File: src/rtl/vmu_mem_arbiter_pkg.sv
// -----------------------------------------------------------------------------
// vmu_mem_arbiter_pkg
//   Shared types for the VMU memory arbiter slice.
//   - vmu_req_id_e : identifies the requesting engine (LD = load, ST = store).
//   - other_req()  : returns the opposite requester, used for round-robin.
// -----------------------------------------------------------------------------
package vmu_mem_arbiter_pkg;

    typedef enum logic {
        REQ_LD = 1'b0,
        REQ_ST = 1'b1
    } vmu_req_id_e;

    function automatic vmu_req_id_e other_req(input vmu_req_id_e id);
        return (id == REQ_LD) ? REQ_ST : REQ_LD;
    endfunction

endpackage

File: src/rtl/vmu_id_fifo.sv
// -----------------------------------------------------------------------------
// vmu_id_fifo
//   In-order FIFO of requester IDs for outstanding memory transactions.
//   DEPTH must be a power of two (>= 2) so the pointers wrap naturally.
//
// Ports:
//   clk, rst      clock, asynchronous active-high reset
//   push, push_id enqueue an ID (ignored when full)
//   pop           dequeue the head (ignored when empty)
//   head_id       ID at the head of the FIFO
//   full, empty   occupancy flags
//   count         number of stored IDs (0..DEPTH)
// -----------------------------------------------------------------------------
module vmu_id_fifo
    import vmu_mem_arbiter_pkg::*;
#(
    parameter int DEPTH = 4
) (
    input  logic                     clk,
    input  logic                     rst,
    input  logic                     push,
    input  vmu_req_id_e              push_id,
    input  logic                     pop,
    output vmu_req_id_e              head_id,
    output logic                     full,
    output logic                     empty,
    output logic [$clog2(DEPTH):0]   count
);

    localparam int PTR_W = $clog2(DEPTH);
    localparam int CNT_W = PTR_W + 1;

    logic [PTR_W-1:0] wr_ptr;
    logic [PTR_W-1:0] rd_ptr;
    vmu_req_id_e      id_mem [DEPTH];

    logic push_ok;
    logic pop_ok;

    assign full    = (count == CNT_W'(DEPTH));
    assign empty   = (count == '0);
    assign push_ok = push & ~full;
    assign pop_ok  = pop & ~empty;
    assign head_id = id_mem[rd_ptr];

    // NOTE: sequential state uses non-blocking assignments so every register
    // samples the pre-edge values of the others, independent of block order.
    always_ff @(posedge clk or posedge rst) begin
        if (rst) begin
            wr_ptr <= '0;
            rd_ptr <= '0;
            count  <= '0;
        end else begin
            if (push_ok) wr_ptr <= wr_ptr + 1'b1;
            if (pop_ok)  rd_ptr <= rd_ptr + 1'b1;
            case ({push_ok, pop_ok})
                2'b10:   count <= count + 1'b1;
                2'b01:   count <= count - 1'b1;
                default: count <= count;
            endcase
        end
    end

    // NOTE: the storage array is deliberately not reset; an entry is only
    // read after it has been written, and the pointers/count carry validity.
    always_ff @(posedge clk) begin
        if (push_ok) id_mem[wr_ptr] <= push_id;
    end

endmodule

File: src/rtl/vmu_mem_arbiter.sv
// -----------------------------------------------------------------------------
// vmu_mem_arbiter
//   Shares one data-memory request port between the vector load engine (LD)
//   and the vector store engine (ST). Round-robin arbitration, combinational
//   request forwarding, and in-order response routing via an ID FIFO.
//
// Ports:
//   clk, rst                 clock, asynchronous active-high reset
//   ld_req_en_i/addr_i       LD request (held until ld_grant_o)
//   ld_grant_o               LD request accepted this cycle
//   ld_resp_valid_o/data_o   LD read data, routed from memory same cycle
//   st_req_en_i/addr/data_i  ST request (held until st_grant_o)
//   st_grant_o               ST request accepted this cycle
//   st_ack_o                 ST write completion
//   mem_req_o/we/addr/wdata  memory request (we: 1 = write from ST)
//   mem_ready_i              memory accepts request this cycle
//   mem_rvalid_i/rdata_i     in-order memory response
//   outstanding_o            in-flight transaction count
//   err_o                    sticky: response with nothing outstanding
//
// Optional build macro VMU_ARB_PERF_EN adds 32-bit wrapping counters:
//   perf_ld_grants_o, perf_st_grants_o, perf_conflict_cycles_o.
// -----------------------------------------------------------------------------
module vmu_mem_arbiter
    import vmu_mem_arbiter_pkg::*;
#(
    parameter int ADDR_WIDTH      = 32,
    parameter int DATA_WIDTH      = 32,
    parameter int MAX_OUTSTANDING = 4
) (
    input  logic                                 clk,
    input  logic                                 rst,
    input  logic                                 ld_req_en_i,
    input  logic [ADDR_WIDTH-1:0]                ld_req_addr_i,
    output logic                                 ld_grant_o,
    output logic                                 ld_resp_valid_o,
    output logic [DATA_WIDTH-1:0]                ld_resp_data_o,
    input  logic                                 st_req_en_i,
    input  logic [ADDR_WIDTH-1:0]                st_req_addr_i,
    input  logic [DATA_WIDTH-1:0]                st_req_data_i,
    output logic                                 st_grant_o,
    output logic                                 st_ack_o,
    output logic                                 mem_req_o,
    output logic                                 mem_we_o,
    output logic [ADDR_WIDTH-1:0]                mem_addr_o,
    output logic [DATA_WIDTH-1:0]                mem_wdata_o,
    input  logic                                 mem_ready_i,
    input  logic                                 mem_rvalid_i,
    input  logic [DATA_WIDTH-1:0]                mem_rdata_i,
    output logic [$clog2(MAX_OUTSTANDING):0]     outstanding_o,
`ifdef VMU_ARB_PERF_EN
    output logic [31:0]                          perf_ld_grants_o,
    output logic [31:0]                          perf_st_grants_o,
    output logic [31:0]                          perf_conflict_cycles_o,
`endif
    output logic                                 err_o
);

    vmu_req_id_e prio_r;
    vmu_req_id_e prio_next;
    vmu_req_id_e winner;
    vmu_req_id_e head_id;

    logic fifo_full;
    logic fifo_empty;
    logic grant;
    logic pop;
    logic [$clog2(MAX_OUTSTANDING):0] fifo_count;

    // NOTE: every signal written in an always_comb gets a default first, so
    // no path leaves it unassigned and no latch is inferred.
    always_comb begin
        winner = REQ_LD;
        if (ld_req_en_i && st_req_en_i) winner = prio_r;
        else if (st_req_en_i)           winner = REQ_ST;
    end

    // Outputs are forced inactive while reset is asserted, not just after it.
    assign mem_req_o   = ~rst & (ld_req_en_i | st_req_en_i) & ~fifo_full;
    assign grant       = mem_req_o & mem_ready_i;
    assign ld_grant_o  = grant & (winner == REQ_LD);
    assign st_grant_o  = grant & (winner == REQ_ST);
    assign mem_we_o    = mem_req_o & (winner == REQ_ST);
    assign mem_addr_o  = !mem_req_o          ? '0 :
                         (winner == REQ_ST)  ? st_req_addr_i : ld_req_addr_i;
    assign mem_wdata_o = mem_we_o ? st_req_data_i : '0;

    // Responses are in order, so the FIFO head names their owner.
    assign pop             = ~rst & mem_rvalid_i & ~fifo_empty;
    assign ld_resp_valid_o = pop & (head_id == REQ_LD);
    assign ld_resp_data_o  = ld_resp_valid_o ? mem_rdata_i : '0;
    assign st_ack_o        = pop & (head_id == REQ_ST);
    assign outstanding_o   = fifo_count;

    // Round-robin: the requester just served yields priority to the other.
    always_comb begin
        prio_next = prio_r;
        if (grant) prio_next = other_req(winner);
    end

    always_ff @(posedge clk or posedge rst) begin
        if (rst) prio_r <= REQ_LD;
        else     prio_r <= prio_next;
    end

    always_ff @(posedge clk or posedge rst) begin
        if (rst)                             err_o <= 1'b0;
        else if (mem_rvalid_i && fifo_empty) err_o <= 1'b1;
    end

    vmu_id_fifo #(
        .DEPTH (MAX_OUTSTANDING)
    ) u_id_fifo (
        .clk     (clk),
        .rst     (rst),
        .push    (grant),
        .push_id (winner),
        .pop     (pop),
        .head_id (head_id),
        .full    (fifo_full),
        .empty   (fifo_empty),
        .count   (fifo_count)
    );

`ifdef VMU_ARB_PERF_EN
    always_ff @(posedge clk or posedge rst) begin
        if (rst) begin
            perf_ld_grants_o       <= '0;
            perf_st_grants_o       <= '0;
            perf_conflict_cycles_o <= '0;
        end else begin
            if (ld_grant_o) perf_ld_grants_o <= perf_ld_grants_o + 32'd1;
            if (st_grant_o) perf_st_grants_o <= perf_st_grants_o + 32'd1;
            // At most one requester is granted, so any both-high cycle is a conflict.
            if (ld_req_en_i && st_req_en_i)
                perf_conflict_cycles_o <= perf_conflict_cycles_o + 32'd1;
        end
    end
`endif

endmodule

File: config.mk
export PLATFORM = sky130hd
export DESIGN_NAME = vmu_mem_arbiter
export DESIGN_NICKNAME = d
export VERILOG_FILES = /design/src/rtl/vmu_mem_arbiter_pkg.sv /design/src/rtl/vmu_id_fifo.sv /design/src/rtl/vmu_mem_arbiter.sv
export SDC_FILE = /design/constraint.sdc
export NUM_CORES = 1
export LEC_CHECK = 0
export ABC_AREA = 1
export BUFFER_PORTS_ARGS = -buffer_cell sky130_fd_sc_hd__buf_2
export CAP_MARGIN = 30
export CORE_AREA = 2 2 92 94
export DETAILED_ROUTE_END_ITERATION = 8
export DIE_AREA = 0 0 94 96
export GPL_TIMING_DRIVEN = 0
export RECOVER_POWER = 50
export SYNTH_ARGS = -nofsm -noshare
export SYNTH_HDL_FRONTEND = slang
export SYNTH_SLANG_ARGS = --single-unit
File: constraint.sdc
create_clock -name clk -period 2.7 [get_ports clk]
set_clock_uncertainty 0.1 [all_clocks]
set_input_delay 0.135 -clock clk [delete_from_list [all_inputs] [get_ports clk]]
set_output_delay 0.135 -clock clk [all_outputs]
set_load 0.01 [all_outputs]
Yosys cells after proc, flatten, opt, wreduce, memory -nomap -nowiden
Memories as Yosys holds them, arrays and structs flattened.
Index checks and enable logic that the tools add are counted.

storage, ports and cells
  RAM bits = 4
  bits of input ports = 134
  memories = 1
  flip-flop bits (word level) = 9

cells by class
  equal/unequal tests = 3
  $add $sub $neg = 4
  reductions and logical operators = 4
  bitwise gates (word level) = 18
  muxes and demuxes = 10

memories
  name              words  width  read ports  clocked after memory_dff  write ports  line               source
  u_id_fifo.id_mem  4      1      1           0                         1            vmu_id_fifo.sv:35  vmu_req_id_e id_mem [DEPTH];

operators by type and width
  kind                                                 number
  two-way mux 32 bit                                   4
  AND 1 bit                                            12
  one-hot mux 3 bit (2 select lines)                   1
  two-way mux 1 bit                                    5
  NOT 1 bit                                            5
  adder 2 x 1 -> 2 bit, second input constant          2
  adder 3 x 1 -> 3 bit, second input constant          1
  equality test 3 bit, second input constant           1
  logical NOT 3 bit                                    1
  subtractor 3 x 1 -> 3 bit, second input constant     1
  equality test 2 x 1 -> 1 bit, second input constant  1
  equality test 2 bit, second input constant           1
  logical AND 1 bit                                    2
  nonzero test 2 bit                                   1
  bitwise OR 1 bit                                     1

Depth between registers and ports, before layout
Gate-level depths: netlist of the first run.

  word-level depth = 7
  gate-level depth with buffers = 11
  depth with buffers taken out = 10

By module
Synthesis of the first run repeated with hierarchy kept, for this count alone.

second synthesis, totals
  cell total of the unflattened synthesis = 417
  area, all modules = 2122.0 um2

modules (own cells, without submodules)
  module           times used  sequential area each (um2)  cells each  area each (um2)
  vmu_mem_arbiter  1           50.0                        343         1472.7
  vmu_id_fifo      1           295.3                       74          649.4

Least setup slack after synthesis of the first run
Ideal clock, no wire load.

  kind = flip-flop to flip-flop
  from = reg u_id_fifo.count[0]
  to = reg u_id_fifo.count[2]
  stages on the path, launching flop included = 10
  arrival = 1776 ps
  path slack = 701 ps
  required time = 2477 ps
  setup time = 123 ps
  path through = dfrtp_1 nor2_4 nand2_2 nand3_2 ha_1 inv_1 fa_1 nand2_1 nand3b_1 xor2_1

between the ends
  word-level cells in the longest chain between the ends = 7
  elaborated cells between the ends (all ways) = 15
  those cells by class = 2 x add/sub; 3 x eq/ne; 1 x mux; 7 x bitwise; 2 x reduce/logical

RTL lines
  what                                                                             line                                      source
  start: declaration                                                               vmu_id_fifo.sv:27                         output logic [$clog2(DEPTH):0] count
  start signal: assignment                                                         vmu_id_fifo.sv:57                         2'b10: count <= count + 1'b1;
  start signal: assignment                                                         vmu_id_fifo.sv:58                         2'b01: count <= count - 1'b1;
  start signal: assignment                                                         vmu_id_fifo.sv:59                         default: count <= count;
  equality test 3 bit                                                              vmu_id_fifo.sv:40                         assign full = (count == CNT_W'(DEPTH));
  NOT 1 bit                                                                        vmu_id_fifo.sv:42, vmu_mem_arbiter.sv:79
  AND 1 bit                                                                        vmu_mem_arbiter.sv:79                     assign mem_req_o = ~rst & (ld_req_en_i | st_req_en_i) & ~fifo_full;
  AND 1 bit                                                                        vmu_mem_arbiter.sv:80                     assign grant = mem_req_o & mem_ready_i;
  AND 1 bit                                                                        vmu_id_fifo.sv:42                         assign push_ok = push & ~full;
  equality test 2 x 1 -> 1 bit / equality test 2 bit (equally long branches)       vmu_id_fifo.sv:56                         case ({push_ok, pop_ok})
  one-hot mux 3 bit (2 select lines) / nonzero test 2 bit (equally long branches)  --

Several ways; a longest one is shown, not always the timed one.
A chain may end at the register's enable or synchronous reset.

Worst setup path after layout of the first run
  from = in rst
  to = reg u_id_fifo.count[2]

between the ends
  elaborated cells between the ends (all ways) = 12
  those cells by class = 2 x eq/ne; 1 x mux; 8 x bitwise; 1 x reduce/logical

RTL lines
  what                                                                             line                   source
  start: declaration                                                               vmu_mem_arbiter.sv:32  input logic rst,
  NOT 1 bit *                                                                      vmu_mem_arbiter.sv:89  assign pop = ~rst & mem_rvalid_i & ~fifo_empty;
  AND 1 bit * (2 in series)                                                        vmu_mem_arbiter.sv:89
  AND 1 bit *                                                                      vmu_id_fifo.sv:43      assign pop_ok = pop & ~empty;
  named net u_id_fifo.pop_ok                                                       vmu_id_fifo.sv:38      logic pop_ok;
  equality test 2 x 1 -> 1 bit / equality test 2 bit (equally long branches)       vmu_id_fifo.sv:56
  one-hot mux 3 bit (2 select lines) / nonzero test 2 bit (equally long branches)  --

Mark *: on every way through the listed nets, which the timed path passes. The rest lies on a longest branch.

==> impl_metrics.py, run 1 <==
metrics = {
    "cts": {
        "h-tree-depth": 1,
        "cts_buffer_depth": 2,
        "numClockSinks": 13,
        "postCtsResizedCells": 0,
        "cts_root_buffer": "clkbuf_8",
        "cts_tree": "yes",
        "cts_buffers": 3,
        "clkLatencyLatePin_ns": 0.24,
        "clkTransAtPathRegs_ns": 0.06,
    },
    "timing": {
        "rsz0062_at_grt": "false",
        "setup_viol": 0,
        "max_freq_ghz": 0.419,
        "drv_slew": 0,
        "hold_viol_final": 0,
        "setup_slack_ns": 0.313,
        "whs_ns": 0.0498,
        "relSlewSlack": 0.707,
        "period_share": 0.884,
        "worstMarginPinSlew_ns": 0.439,
        "fin_crit_ns": 2.39,
        "tns_ns": 0,
    },
    "critical_path": {
        "max_stage_delay_ns": 0.53,
        "path_buf_inv": 4,
        "rr_startpoint": "u_id_fifo.count[0]",
        "worstReg2RegEnd": "u_id_fifo.count[2]",
        "rrSetupSlack_ns": 0.41,
        "cp_max_fo": 10,
        "crit_top_cell": "nand2_1",
        "crit_type": "input pin to flop",
        "arrival_ns": 2.42,
        "reg2reg_depth": 9,
        "worstPathRequired_ns": 2.73,
        "critical_path.slowest_cell": "dlygate4sd3_1",
        "cp_top_family": "buffers and inverters",
        "end_kind": "flop",
        "crit_chain": "dlygate4sd3_1 -> clkbuf_1 -> inv_2 -> nand2_1 -> a21oi_4 -> ha_1 -> inv_1 -> fa_1 -> nand2_1 -> nand3b_1 -> xor2_1",
        "critPathLaunchType": "input pin",
    },
    "logic_synthesis": {
        "ys_top_cells_by_count": "81 x inv_1, 50 x nand2_1, 38 x nor2_2",
        "synth_top_area_frac": 0.156,
        "async_reset_ff_frac": 0.692,
        "ys_top_cells_by_area": "inv_1 16%, nor2_2 12%, dfrtp_1 12%",
        "avgSynthCellArea_um2": 5.89,
        "yosys_warnings": 0,
        "yosysSeqAreaShare": 0.177,
        "syn_inst": 331,
        "synth_edf_count": 4,
        "syn_nets": 471,
        "synth_seq_cells": 13,
        "ys.flop_type": "dfrtp_1",
        "synth_area_um2": 1950,
        "yosysMostFrequentCell": "inv_1",
        "synthDistinctLibCells": 27,
        "yosysTopAreaCell": "inv_1",
    },
    "worst_hold_path": {
        "hold_depth": 2,
        "min_to": "err_o",
        "hold_path_startpoint": "mem_rvalid_i",
        "min_path_type": "input pin to flop",
    },
    "pwr": {
        "p_per_area_nw_per_um2": 481,
        "p_comb_frac": 0.673,
        "pwr-share-clk": 0.111,
        "p_switching_mw": 0.781,
        "leakagePower_nw": 2.10,
        "peakVddDrop_v": 0.000186,
        "power.internal_mw": 0.781,
        "swShare": 0.500,
        "p_seq_frac": 0.216,
    },
    "drt": {
        "via_per_inst": 4.04,
        "drt_first_pass_iters": 4,
        "wl_um": 6940,
        "drc": 0,
        "drt_iter0_drc": 61,
        "antenna_left": 0,
        "via_count": 2741,
        "wl_per_cell_um": 10.2,
    },
    "global_routing": {
        "grtUsageTotal": 0.135,
        "grt_pass1_wl_um": 9940,
        "antenna_found_initial": 0,
        "grt-ovfl-total": 0,
        "grt_pass1_vias": 2333,
        "grt_max_degree": 11,
    },
    "floorplan": {
        "start_util": 0.242,
        "num_io_pins": 240,
        "dieArea_um2": 9020,
        "fp-row-count": 33,
        "core_area_um2": 8050,
        "die_w_um": 94,
        "die_h_um": 96,
    },
    "finish": {
        "final_util": 0.403,
        "nNetsFinal": 715,
        "syn_to_final_growth_pct": 66.6,
        "drive_above_1_share": 0.456,
        "antennaDiodeCount": 0,
        "filler_cell_count": 887,
    },
    "placement": {
        "place_ws_ns": 0.559,
        "port_buffers": 238,
        "dpl.hpwl_um": 6090,
        "gp_congestion": 0.787,
    },
    "status": {
        "status": "finished, final reports clean",
    },
    "flow_run": {
        "max_cap_violations": 0,
    },
}
stage by stage:
| stage | power [mW] | instances | instance area [um^2] |
|---|---|---|---|
| after detailed placement | 1.46 | 674 | 3270 |
| after floorplan | 1.05 | 331 | 1950 |
| after CTS | 1.64 | 679 | 3330 |
| final | 1.56 | 679 | 3250 |
| after global routing | 1.73 | 679 | 3250 |
| after global placement | 1.44 | 674 | 3270 |
final cells by class:
cell class                 instances  area (um^2)  area share
timing repair buffer             239         1160       0.356
buffer                            19          123      0.0378
multi-input combinational        214         1130       0.347
sequential                        13          345       0.106
inverter                          85          319      0.0982
clock inverter                     1         5.00     0.00154
clock buffer                       3         41.3      0.0127
tap                              105          131      0.0404
layout by cell type, fill, tap and decap left out:
master,n
clkinv_2,1
nand3b_1,1
nand3_1,34
inv_1,83
nand2_4,1
buf_6,6
ha_1,5
nand3_2,1
xor2_1,2
nor2_8,1
a31o_2,1
o21ai_0,2
nor2_1,33
xnor2_1,1
nor2_2,38
dlygate4sd3_1,1
nand2_1,55
nand2_2,1
edfxtp_1,4
a21oi_1,32
clkbuf_1,46
buf_4,1
inv_2,2
clkbuf_8,3
nand4_1,3
a21oi_4,1
buf_2,204
fa_1,1
dfrtp_1,9
nor2_4,1
registers in the layout (all words and copies together), names as in the netlist:
name	count
u_id_fifo.wr_ptr	2
u_id_fifo.rd_ptr	2
u_id_fifo.count	3
u_id_fifo.id_mem	4
prio_r	1
err_o	1
power groups by stage:
stage	registers, mW	logic [mW]	clock network [mW]
3_5_place_dp	0.348	1.11	0
4_1_cts	0.345	1.11	0.182
5_1_grt	0.349	1.19	0.187
2_1_floorplan	0.349	0.696	0
3_3_place_gp	0.346	1.10	0
6_report	0.337	1.05	0.173
timing repair:
action                                  in CTS  in global routing
hold buffers                                 1                  0
endpoints found under the setup margin       0                  0
buffers inserted                             0                  0
endpoints found under the hold margin        9                  0
metal layers:
metal | vias up | track usage | share of wire
met5 | - | 0 | 0
met4 | 0 | 0.0399 | 0.0091
met3 | 6 | 0.0235 | 0.098
met2 | 141 | 0.271 | 0.51
met1 | 1132 | 0.141 | 0.38
li1 | 1462 | - | -
how the worst max path moves through the flow:
stage | startpoint | to | cells after the start
6_report | rst | u_id_fifo.count[2] | 11
3_3_place_gp | u_id_fifo.count[0] | u_id_fifo.count[2] | 9
2_1_floorplan | u_id_fifo.count[0] | u_id_fifo.count[2] | 9
5_1_grt | rst | u_id_fifo.count[2] | 11
3_5_place_dp | u_id_fifo.count[0] | u_id_fifo.count[2] | 9
4_1_cts | rst | u_id_fifo.count[2] | 11
kinds of logic (layout without fill, tap and decap cells):
| kind of cell | count (synthesis) | in the layout | synth area share |
|---|---|---|---|
| compound gates | 36 | 36 | 0.100 |
| xor+xnor | 3 | 3 | 0.0135 |
| fa+ha+maj | 6 | 6 | 0.0424 |
| buf+inv | 104 | 347 | 0.229 |
| flops | 13 | 13 | 0.177 |
| simple gates | 169 | 169 | 0.438 |
Note: power is estimated with default switching activity, not from simulation.
==> inputs of run 2 (changes only) <==
CELL_PAD_IN_SITES_DETAIL_PLACEMENT = 0   (was unset)
CELL_PAD_IN_SITES_GLOBAL_PLACEMENT = 1   (was unset)
CORE_AREA = unset   (was 2 2 92 94)
CORE_ASPECT_RATIO = 1.5   (was unset)
CORE_UTILIZATION = 17   (was unset)
DIE_AREA = unset   (was 0 0 94 96)
PLACE_DENSITY_LB_ADDON = 0.1   (was unset)
clock period = 1.98 ns   (was 2.7 ns; I/O delays follow)
==> run 2 against run 1 <==
  * Cell area is 7.5% higher
  * Combinational power is 55% higher
  * Hold slack lost 0.021 ns
  * Die area increased by 32%
  * Clock power up 120%
  * Clock-buffer cell count grew 1
  * Cell count rose by 7.1%
  * Sequential power increased by 38%
==> impl_metrics.py, run 2 (synthesis gave the netlist of run 1 again) <==
metrics = {
    "cts": {
        "h-tree-depth": 1,
        "clkLatencyLatePin_ns": 0.24,
        "clkTransAtPathRegs_ns": 0.05,
        "cts_buffers": 3,
        "cts_tree": "yes",
        "cts_buffer_depth": 2,
        "numClockSinks": 13,
        "cts_root_buffer": "clkbuf_16",
    },
    "timing": {
        "period_share": 0.947,
        "setup_viol": 0,
        "whs_ns": 0.0292,
        "hold_viol_final": 0,
        "drv_slew": 0,
        "relSlewSlack": 0.672,
        "worstMarginPinSlew_ns": 0.490,
        "setup_slack_ns": 0.104,
        "rsz0062_at_grt": "false",
        "fin_crit_ns": 1.88,
        "max_freq_ghz": 0.533,
    },
    "finish": {
        "nNetsFinal": 721,
        "layout_commonest_cell": "buf_2",
        "largest_reg_flops": 4,
        "final_cell_mix": "215 x buf_2, 82 x inv_1, 50 x nand2_1",
        "drive_above_1_share": 0.491,
        "fin_cells": 727,
        "antennaDiodeCount": 0,
        "reg_top3": "u_id_fifo.id_mem x4, u_id_fifo.count x3",
        "largest-register": "u_id_fifo.id_mem",
        "final_util": 0.314,
        "syn_to_final_growth_pct": 79.1,
    },
    "critical_path": {
        "worstSetupStartpoint": "u_id_fifo.count[0]",
        "critPathLaunchType": "flop",
        "cp_max_fo": 7,
        "worstReg2RegEnd": "u_id_fifo.count[2]",
        "reg2reg_depth": 9,
        "cp_top_family": "simple AND/OR/NAND/NOR gates",
        "max_stage_delay_ns": 0.42,
        "arrival_ns": 1.68,
        "worstPathRequired_ns": 1.78,
        "crit_chain": "nor2_4 -> nand2_4 -> buf_12 -> nand2_8 -> inv_2 -> nand2_8 -> clkbuf_16 -> nor2_2 -> buf_2",
        "rrSetupSlack_ns": 0.13,
        "path_buf_inv": 4,
        "rr_startpoint": "u_id_fifo.count[0]",
        "end_kind": "output pin",
        "crit_top_cell": "nand2_8",
        "crit_type": "flop to output pin",
        "critical_path.slowest_cell": "dfrtp_2",
    },
    "placement": {
        "dpl.hpwl_um": 6420,
        "place_ws_ns": -0.164,
        "dp_cells": 716,
        "port_buffers": 238,
        "gp_congestion": 0.725,
    },
    "global_routing": {
        "grtUsageTotal": 0.120,
        "grt_max_degree": 11,
        "grt-ovfl-total": 0,
        "grt_pass1_vias": 2568,
        "grt_pass1_wl_um": 11300,
        "antenna_found_initial": 0,
    },
    "pwr": {
        "leakagePower_nw": 2.21,
        "p_per_area_nw_per_um2": 711,
        "power_mw": 2.48,
        "peakVddDrop_v": 0.000222,
    },
    "drt": {
        "drc": 0,
        "drt_iter0_drc": 55,
        "drt_first_pass_iters": 4,
        "via_count": 2781,
        "via_per_inst": 3.83,
        "wl_um": 7550,
        "antenna_left": 0,
        "wl_per_cell_um": 10.4,
    },
    "floorplan": {
        "core_area_um2": 11100,
        "dieArea_um2": 11900,
        "die_h_um": 133,
        "die_w_um": 89.4,
        "num_io_pins": 240,
        "start_util": 0.175,
        "fp-row-count": 47,
    },
    "status": {
        "status": "finished, final reports clean",
    },
    "worst_hold_path": {
        "hold_path_startpoint": "mem_rvalid_i",
        "min_to": "err_o",
        "hold_depth": 2,
        "min_path_type": "input pin to flop",
    },
    "flow_run": {
        "max_cap_violations": 0,
    },
}
==> run 2: cell types whose count changed in the layout (fill, tap and decap cells not counted), moves of 3 or more <==
cell,change
buf_12,+4
buf_2,+11
buf_6,-6
clkbuf_1,-12
clkbuf_16,+4
clkbuf_2,+7
clkbuf_8,-3
nand2_1,-5
nor2_1,+4
nor2_2,-5
==> run 2: worst max path at each step <==
stage / end / slack [ns] / cells after the start
floorplan: u_id_fifo.count[2] / 0.002 / 9
global placement: u_id_fifo.count[2] / -0.14 / 9
detailed placement: u_id_fifo.count[2] / -0.16 / 9
CTS: u_id_fifo.count[2] / 0.03 / 9
global route: mem_wdata_o[12] / 0.01 / 9
finish: mem_wdata_o[23] / 0.10 / 9
==> run 2: repair_timing <==
item	in CTS	in global routing
cloned	0	1
pin swaps	2	4
resized for setup	2	11
setup endpoints to repair	2	1
hold buffers	1	0
endpoints found under the hold margin	9	0
buffers inserted	2	3
==> run 2: report_power, final <==
part / internal [mW] / switching [mW] / total (mW)
clock network: 0.272 / 0.115 / 0.387
logic: 0.677 / 0.951 / 1.63
registers: 0.376 / 0.0898 / 0.466
==> run 2: metal layers <==
layer  vias up  share of wire  wire length, um  GRT usage
li1       1474              -                -          -
met1      1151           0.36             2710      0.116
met2       148           0.55             4140      0.245
met3         8          0.079              596     0.0198
met4         0          0.012               93     0.0344
met5         -              0                0          0
==> run 2: through the flow <==
step | instance area, um^2 | TNS, ns
detailed placement | 3330 | -0.178
finish | 3490 | 0
floorplan | 1950 | 0
CTS | 3440 | 0
global route | 3490 | 0
global placement | 3330 | -0.144
==> run 2: final cells by class <==
class	count	area, um^2
Inverter	85	319
Buffer	19	135
Clock buffer	4	78.8
Fill cell	1264	7620
Sequential cell	13	347
Timing Repair Buffer	245	1240
Tap cell	147	184
Multi-Input combinational cell	214	1190
